`config.mk`:
```
export PLATFORM = sky130hd
export DESIGN_NAME = bit_serial_deser
export DESIGN_NICKNAME = d
export VERILOG_FILES = /design/src/rtl/bit_serial_pkg.sv /design/src/rtl/bit_serial_hold_reg.sv /design/src/rtl/bit_serial_deser.sv
export SDC_FILE = /design/constraint.sdc
export NUM_CORES = 1
export LEC_CHECK = 0
export ABC_AREA = 0
export ABC_CLOCK_PERIOD_IN_PS = 2400
export CELL_PAD_IN_SITES_DETAIL_PLACEMENT = 0
export CELL_PAD_IN_SITES_GLOBAL_PLACEMENT = 1
export CORE_MARGIN = 2
export CORE_UTILIZATION = 44
export CTS_BUF_LIST = sky130_fd_sc_hd__clkbuf_8
export DETAILED_ROUTE_END_ITERATION = 7
export GPL_TIMING_DRIVEN = 0
export HOLD_SLACK_MARGIN = 0.08
export PLACE_DENSITY_LB_ADDON = 0.1
export SETUP_SLACK_MARGIN = 0.15
export SKIP_LAST_GASP = 1
export SLEW_MARGIN = 10
export SYNTH_ARGS = -nofsm -noshare
export SYNTH_HDL_FRONTEND = slang
export SYNTH_HIERARCHICAL = 1
export SYNTH_SLANG_ARGS = --single-unit
```
`constraint.sdc`:
```
create_clock -name clk -period 2.4 [get_ports clk]
set_clock_uncertainty 0.1 [all_clocks]
set_input_delay 0.24 -clock clk [delete_from_list [all_inputs] [get_ports clk]]
set_output_delay 0.24 -clock clk [all_outputs]
set_load 0.03 [all_outputs]
```
`src/rtl/bit_serial_pkg.sv`:
```
// Types and helpers shared by the bit-serial multiplier datapath
// (x serializer and product deserializer).
package bit_serial_pkg;

   // Deserializer frame state: waiting for frame_start, or gathering bits.
   typedef enum logic {
      DS_IDLE,
      DS_COLLECT
   } deser_state_t;

   // Full product width for a W-bit multiplier.
   function automatic int prod_width(input int w);
      return 2 * w;
   endfunction

endpackage

```
`src/rtl/bit_serial_hold_reg.sv`:
```
// One-entry valid/ready holding register for assembled products.
// A new word is accepted when the register is empty or being drained in the
// same cycle; otherwise the word is dropped and the sticky overrun flag is set.
module bit_serial_hold_reg #(
   parameter int PW = 32
) (
   input  logic          clk,
   input  logic          rst,
   input  logic          load,
   input  logic [PW-1:0] load_data,
   input  logic          ready,
   output logic          valid,
   output logic [PW-1:0] data,
   output logic          overrun
);

   logic          valid_q, valid_d;
   logic [PW-1:0] data_q, data_d;
   logic          overrun_q, overrun_d;

   // Next-state: drain on handshake, then load or drop an arriving word.
   always_comb begin
      valid_d   = valid_q;
      data_d    = data_q;
      overrun_d = overrun_q;
      if (valid_q && ready) begin
         valid_d = 1'b0;
      end
      if (load) begin
         if (!valid_q || ready) begin
            data_d  = load_data;
            valid_d = 1'b1;
         end else begin
            overrun_d = 1'b1;
         end
      end
   end

   // State registers with synchronous reset.
   always_ff @(posedge clk) begin
      if (rst) begin
         valid_q   <= 1'b0;
         data_q    <= '0;
         overrun_q <= 1'b0;
      end else begin
         valid_q   <= valid_d;
         data_q    <= data_d;
         overrun_q <= overrun_d;
      end
   end

   assign valid   = valid_q;
   assign data    = data_q;
   assign overrun = overrun_q;

endmodule

```
`src/rtl/bit_serial_deser.sv`:
```
// Serial-to-parallel collector for the LSB-first product stream of
// bit_serial_mul. Frames are aligned by frame_start; the completed word is
// handed to a one-entry holding register on the edge that samples its last bit.
module bit_serial_deser
   import bit_serial_pkg::*;
#(
   parameter int W         = 16,
   parameter int FRAME_LEN = 2 * W - 1
) (
   input  logic                  clk,
   input  logic                  rst,
   input  logic                  frame_start,
   input  logic                  y_bit,
   output logic                  prod_valid,
   input  logic                  prod_ready,
   output logic [2*W-1:0]        prod,
   output logic                  overrun,
   output logic                  frame_err
);

   localparam int PW    = prod_width(W);
   localparam int CNT_W = $clog2(FRAME_LEN + 1);
   // Bits held before the last one arrives; the last bit goes straight to the word.
   localparam int SH_W  = (FRAME_LEN > 1) ? FRAME_LEN - 1 : 1;
   localparam logic [CNT_W-1:0] LAST_IDX = CNT_W'(FRAME_LEN - 1);

   generate
      if (FRAME_LEN < 1 || FRAME_LEN > 2 * W) begin : g_bad_frame_len
         $error("bit_serial_deser: FRAME_LEN must be in 1..2*W");
      end
   endgenerate

   deser_state_t     state_q, state_d;
   logic [CNT_W-1:0] cnt_q, cnt_d;
   logic [SH_W-1:0]  shift_q, shift_d;
   logic             err_q, err_d;
   logic             complete;
   logic [PW-1:0]    word;

   // Assembled word: held bits, the live bit at FRAME_LEN-1, zeros above.
   generate
      for (genvar gi = 0; gi < PW; gi++) begin : g_word
         if (gi < FRAME_LEN - 1) begin : g_held
            assign word[gi] = shift_q[gi];
         end else if (gi == FRAME_LEN - 1) begin : g_live
            assign word[gi] = y_bit;
         end else begin : g_zero
            assign word[gi] = 1'b0;
         end
      end
   endgenerate

   // Frame FSM: frame_start always opens a new frame (flagging an abandoned one).
   always_comb begin
      state_d  = state_q;
      cnt_d    = cnt_q;
      shift_d  = shift_q;
      err_d    = 1'b0;
      complete = 1'b0;
      if (frame_start) begin
         err_d      = (state_q == DS_COLLECT);
         shift_d    = '0;
         shift_d[0] = y_bit;
         if (FRAME_LEN == 1) begin
            complete = 1'b1;
            state_d  = DS_IDLE;
            cnt_d    = '0;
         end else begin
            state_d = DS_COLLECT;
            cnt_d   = CNT_W'(1);
         end
      end else if (state_q == DS_COLLECT) begin
         if (cnt_q == LAST_IDX) begin
            complete = 1'b1;
            state_d  = DS_IDLE;
            cnt_d    = '0;
         end else begin
            for (int i = 0; i < SH_W; i++) begin
               if (cnt_q == CNT_W'(i)) begin
                  shift_d[i] = y_bit;
               end
            end
            cnt_d = cnt_q + CNT_W'(1);
         end
      end
   end

   // FSM, counter, shift and error-pulse registers.
   always_ff @(posedge clk) begin
      if (rst) begin
         state_q <= DS_IDLE;
         cnt_q   <= '0;
         shift_q <= '0;
         err_q   <= 1'b0;
      end else begin
         state_q <= state_d;
         cnt_q   <= cnt_d;
         shift_q <= shift_d;
         err_q   <= err_d;
      end
   end

   assign frame_err = err_q;

   bit_serial_hold_reg #(
      .PW(PW)
   ) u_hold (
      .clk       (clk),
      .rst       (rst),
      .load      (complete),
      .load_data (word),
      .ready     (prod_ready),
      .valid     (prod_valid),
      .data      (prod),
      .overrun   (overrun)
   );

endmodule

```
* Word level (Yosys, flattened, before mapping)
Cells that the tools add are included.
Cells by class: $add $sub $neg 1, eq/ne operators 31, mux-type cells 16, bitwise operators 3, reduce and logical (&&, ||, !) cells 40
Operators by type and width (count):
- 3-bit AND reduction | 30
- 5-bit equality test (second input constant) | 15
- 5-bit by 4-bit equality test with 1-bit output (second input constant) | 8
- 5-bit by 3-bit equality test with 1-bit output (second input constant) | 4
- 1-bit 2-to-1 mux | 15
- 5-bit by 2-bit equality test with 1-bit output (second input constant) | 2
- 5-bit by 1-bit adder with 5-bit output (second input constant) | 1
- 5-bit by 1-bit equality test with 1-bit output (second input constant) | 1
- 5-bit zero test | 1
- 5-bit 2-to-1 mux | 1
- 2-bit AND reduction | 2
- 2-bit nonzero test | 2
- 2-bit OR reduction | 2
- 1-bit NOT | 3
- 2-bit != test (second input constant) | 1
- 1-bit logical AND | 1
- 1-bit zero test | 1
- 1-bit logical OR | 1
Word-level totals: register bits after elaboration 70, output and inout bits 35

* Logic depth before layout (Yosys ltp)
depth after elaboration 5, gate-level depth with buffers 9, gate-level depth less buffers 6

* Modules after synthesis
The synthesis kept the hierarchy.
By module, submodules not included:
- bit_serial_deser | instances 1, cells each 188, area each 1714.1 um2
- bit_serial_hold_reg | instances 1, cells each 147, area each 1539.0 um2

* Worst setup path before layout
No wires, ideal clock.
path type register -> register, start point reg cnt_q[0], end point reg u_hold.data_q[0] (netlist: u_hold/data[0]), data arrival time 1752 ps, data required time 2228 ps, setup slack 476 ps, cell stages (with the launch flop) 10, path buffers 3, period minus slack after synthesis 1924 ps, cell sequence dfxtp_1 inv_1 ha_1 buf_2 nand3_1 nor3_1 nor2b_2 buf_6 buf_12 mux2i_1
On the way: longest elaborated chain between the ends 5
Ends and longest elaborated chain:
- start: declaration | RTL line bit_serial_deser.sv:34 | logic [CNT_W-1:0] cnt_q, cnt_d;
- start signal: assignment | RTL line bit_serial_deser.sv:97 | cnt_q <= cnt_d;
- 5-bit equality test | RTL line bit_serial_deser.sv:73 | if (cnt_q == LAST_IDX) begin
- 1-bit 2-to-1 mux | RTL line bit_serial_deser.sv:73
- 1-bit 2-to-1 mux | RTL line bit_serial_deser.sv:72 | end else if (state_q == DS_COLLECT) begin
- 1-bit 2-to-1 mux | RTL line bit_serial_deser.sv:60 | if (frame_start) begin
- via complete | RTL line bit_serial_deser.sv:37 | logic complete;
- 2-bit AND reduction (no line)
- end signal: assignment | RTL line bit_serial_hold_reg.sv:47 | data_q <= data_d;
- end: declaration | RTL line bit_serial_hold_reg.sv:18 | logic [PW-1:0] data_q, data_d;
The timed path passes the listed nets, and every way through them passes these cells. A chain may end at the register's enable or synchronous reset.

* Worst setup path after layout
start point reg cnt_q[0], end point reg u_hold.data_q[21] (netlist: u_hold/data[21])
The elaborated chain is that of the path after synthesis.

==> summary.txt <==
Timing
  – Measured slew at the worst slew-check pin: around 0.62 ns
  – Max Clock Freq: roughly 0.48 GHz
  – Setup violators final: 0
  – Setup TNS: 0 ns
  – Fin Hold WS: 0.361 ns
  – Fin crit period: 2.07 ns
  – Final setup margin: 0.331 ns
  – Hold Violations, Final: 0
  – RSZ-0062 raised after global routing: false
  – Slew Limit Fails: 0
  – Max_slew headroom: 58.3%
  – Final Cycle Share: between 80% and 90%

Detailed routing
  – Post-DR wirelength/cell: 13.5 microns
  – Iter 0 DRT Violations: 94
  – Vias per cell: about 4.8
  – Drt first pass iters: 4
  – Post-Route WL: between 6 and 7 mm
  – Routed vias: around 2.4k
  – Number of remaining DRC errors: 0
  – Detail Route Antenna Nets: 0

Global route
  – Largest net degree at the start of global routing: 14
  – Vias in the first global route: ~2.3k
  – First-pass GRT wire length: 11.2 mm
  – Initial antenna violation count: 0
  – M3 GR Usage: 2.93%
  – Global routing's busiest layer: met2
  – Met1 global-route usage: about a quarter
  – Global route overflow: 0
  – GRT Overall Usage: 17.3%
  – GR Layer Usage met2: 26.5%

Synth
  – Yosys warns: 6
  – Syn_nets: 345
  – Post-Syn Area: 3250 sq um
  – Unique masters post-synth: 37
  – Cells after synthesis: between 300 and 400
  – Synth Register Bits: between 70 and 80
  – Mean Syn Cell Area: 9.71 sq um
  – Sequential area share after synthesis: between 40% and 50%

Cells and area
  – Register area: roughly 1400 sq um
  – Design Area, Final: around 4000 sq um
  – Fill count: about 690
  – Non-filler instance count after layout: approximately 490
  – Share of layout cells above drive strength 1: between 10% and 20%
  – Diode count: 0
  – Final Util: between 50% and 60%
  – Layout area overhead: 23.2%
  – Final net count: about 400
  – Multi-input gate area: around 1600 sq um
  – Commonest non-fill, non-tap cells in the layout: dfxtp_1 (71), nand2b_1 (64), nand2_1 (61), mux2i_1 (61), clkdlybuf4s50_1 (39)
  – Commonest non-fill, non-tap cell in the layout: dfxtp_1

CTS
  – CTS buffer count: 9
  – TritonCTS clock tree: yes
  – Clk root buf: clkbuf_8
  – Clock tree buffer depth: 2
  – Post-CTS Setup Bufs: 0
  – H-tree Lvls: 3
  – Clock Sinks: 71
  – Clk_lat worst skew: around 0.34 ns
  – Worst-path clk slew: 0.08 ns

Floorplanning
  – Starting Density: between 40% and 50%
  – Core Area: 7210 sq um
  – Die X: around 90 microns
  – IO Pins: 40
  – Core Rows: 31
  – Die height: between 80 and 90 microns
  – Die area: roughly 8000 sq um

Placement
  – Port bufs: 39
  – DP Cell Count: around 470
  – Place WS: around 0.034 ns
  – Area after DPL: ~3800 sq um
  – Placer Congestion: between 0.7 and 0.8
  – Post-DP HPWL: between 4 and 5 mm

Pwr
  – Final Total Pwr: around 2.4 mW
  – Maximum VDD drop: approximately 0.00033 V
  – Leakage: 1.47 nW
  – Cell area power density: a little under 600 nW/um^2

Setup path
  – R2R cell count: 9
  – Critical Path AT: ~2.2 ns
  – RR Endpoint: u_hold/data[21]
  – Startpoint types: register
  – Reg2reg start: cnt_q[0]
  – Worst R2R Setup Slack: 0.33 ns
  – Worst Path Max Fanout: 10
  – Crit path kind: reg -> reg
  – Critical path required time: around 2.6 ns
  – Worst setup EP type: register

Hold path
  – WHS Endpoint: shift_q[3]
  – Hold path start: shift_q[3]
  – Hold WC Path Type: reg -> reg
  – Worst Hold Path Cells: 2

Run
  – Maxcap violations: 0

Run status
  – Outcome: finished clean
[flip-flops by register name, summed over array words and instances, names as in the netlist]
signal,cells
u_hold/overrun,1
shift_q,30
state_q,1
frame_err,1
u_hold/data,32
u_hold/valid,1
cnt_q,5
[routing by layer]
layer  up-vias  routed length [microns]
met5         -                        0
met4         0                      125
met3        12                      246
met2        46                     2870
met1      1105                     3360
li1       1204                        -
[worst max path at each step]
stage / from / endpoint / slack [ns] / cells after the start
after floorplan: cnt_q[0] / u_hold/data[0] / 0.48 / 9
final: cnt_q[0] / u_hold/data[21] / 0.33 / 9
after detailed placement: cnt_q[0] / u_hold/data[21] / 0.03 / 9
after global routing: cnt_q[0] / u_hold/data[18] / 0.17 / 9
after global placement: cnt_q[0] / u_hold/data[28] / 0.06 / 9
after CTS: cnt_q[0] / u_hold/data[0] / 0.21 / 9
[synth_stat cells]
cell	n	share of area, %
dfxtp_1	71	44
nand2b_1	64	12
mux2i_1	61	19
nand2_1	61	7.0
clkbuf_1	12	1.4
inv_1	6	0.69
ha_1	5	1.9
buf_2	4	0.62
buf_4	4	0.92
nor2_1	4	0.46
a21oi_1	3	0.46
and4b_1	3	0.92
and4bb_2	3	1.2
buf_12	3	1.8
nand3_1	3	0.46
nor3_1	3	0.46
nor4b_2	3	1.4
buf_6	2	0.69
nand4_1	2	0.38
a211oi_1	1	0.23
a311oi_1	1	0.27
a31oi_1	1	0.19
and3_1	1	0.19
conb_1	1	0.12
nand2_2	1	0.19
nand3b_1	1	0.23
nand4b_1	1	0.27
nor2_4	1	0.35
nor2b_2	1	0.27
nor2b_4	1	0.42
o21ai_0	1	0.15
o311ai_0	1	0.27
o31ai_1	1	0.23
o32a_1	1	0.31
o32ai_1	1	0.27
or2_1	1	0.19
xor2_1	1	0.27
[worst max-delay path, cell delays in order, from the launching register on]
cell,delay [ns]
dfxtp_1,0.34
inv_1,0.13
ha_2,0.25
buf_6,0.17
nand3_1,0.13
nor3_4,0.17
nor2b_2,0.18
buf_6,0.16
buf_12,0.15
mux2i_1,0.20
[kinds of logic after synthesis]
family | Yosys count | share of synthesized area [%]
xor+xnor | 1 | 0.269
buf+inv | 31 | 6.15
compound gates | 11 | 2.38
fa+ha+maj | 5 | 1.92
mux | 61 | 18.8
other cells | 1 | 0.115
flops | 71 | 43.7
simple gates | 154 | 26.7
[repair_timing]
action,in CTS,in global routing
gates resized for setup,2,3
hold buffers,0,0
setup endpoints to repair,30,30
[report_power, final]
group	leakage, nW	internal [mW]	switching, mW
Sequential	0.573	1.18	0.00545
Clock	0.102	0.586	0.471
Combinational	0.791	0.0437	0.0709
[final cells by class]
type,count,share of cell area (%)
clock buffer,9,3.09
multi-input combinational,233,41.1
clock inverter,7,2.40
buffer,25,4.59
inverter,6,0.562
timing repair buffer,39,9.74
sequential,71,35.5
tap,99,3.09
Note: power is estimated with default switching activity, not from simulation.
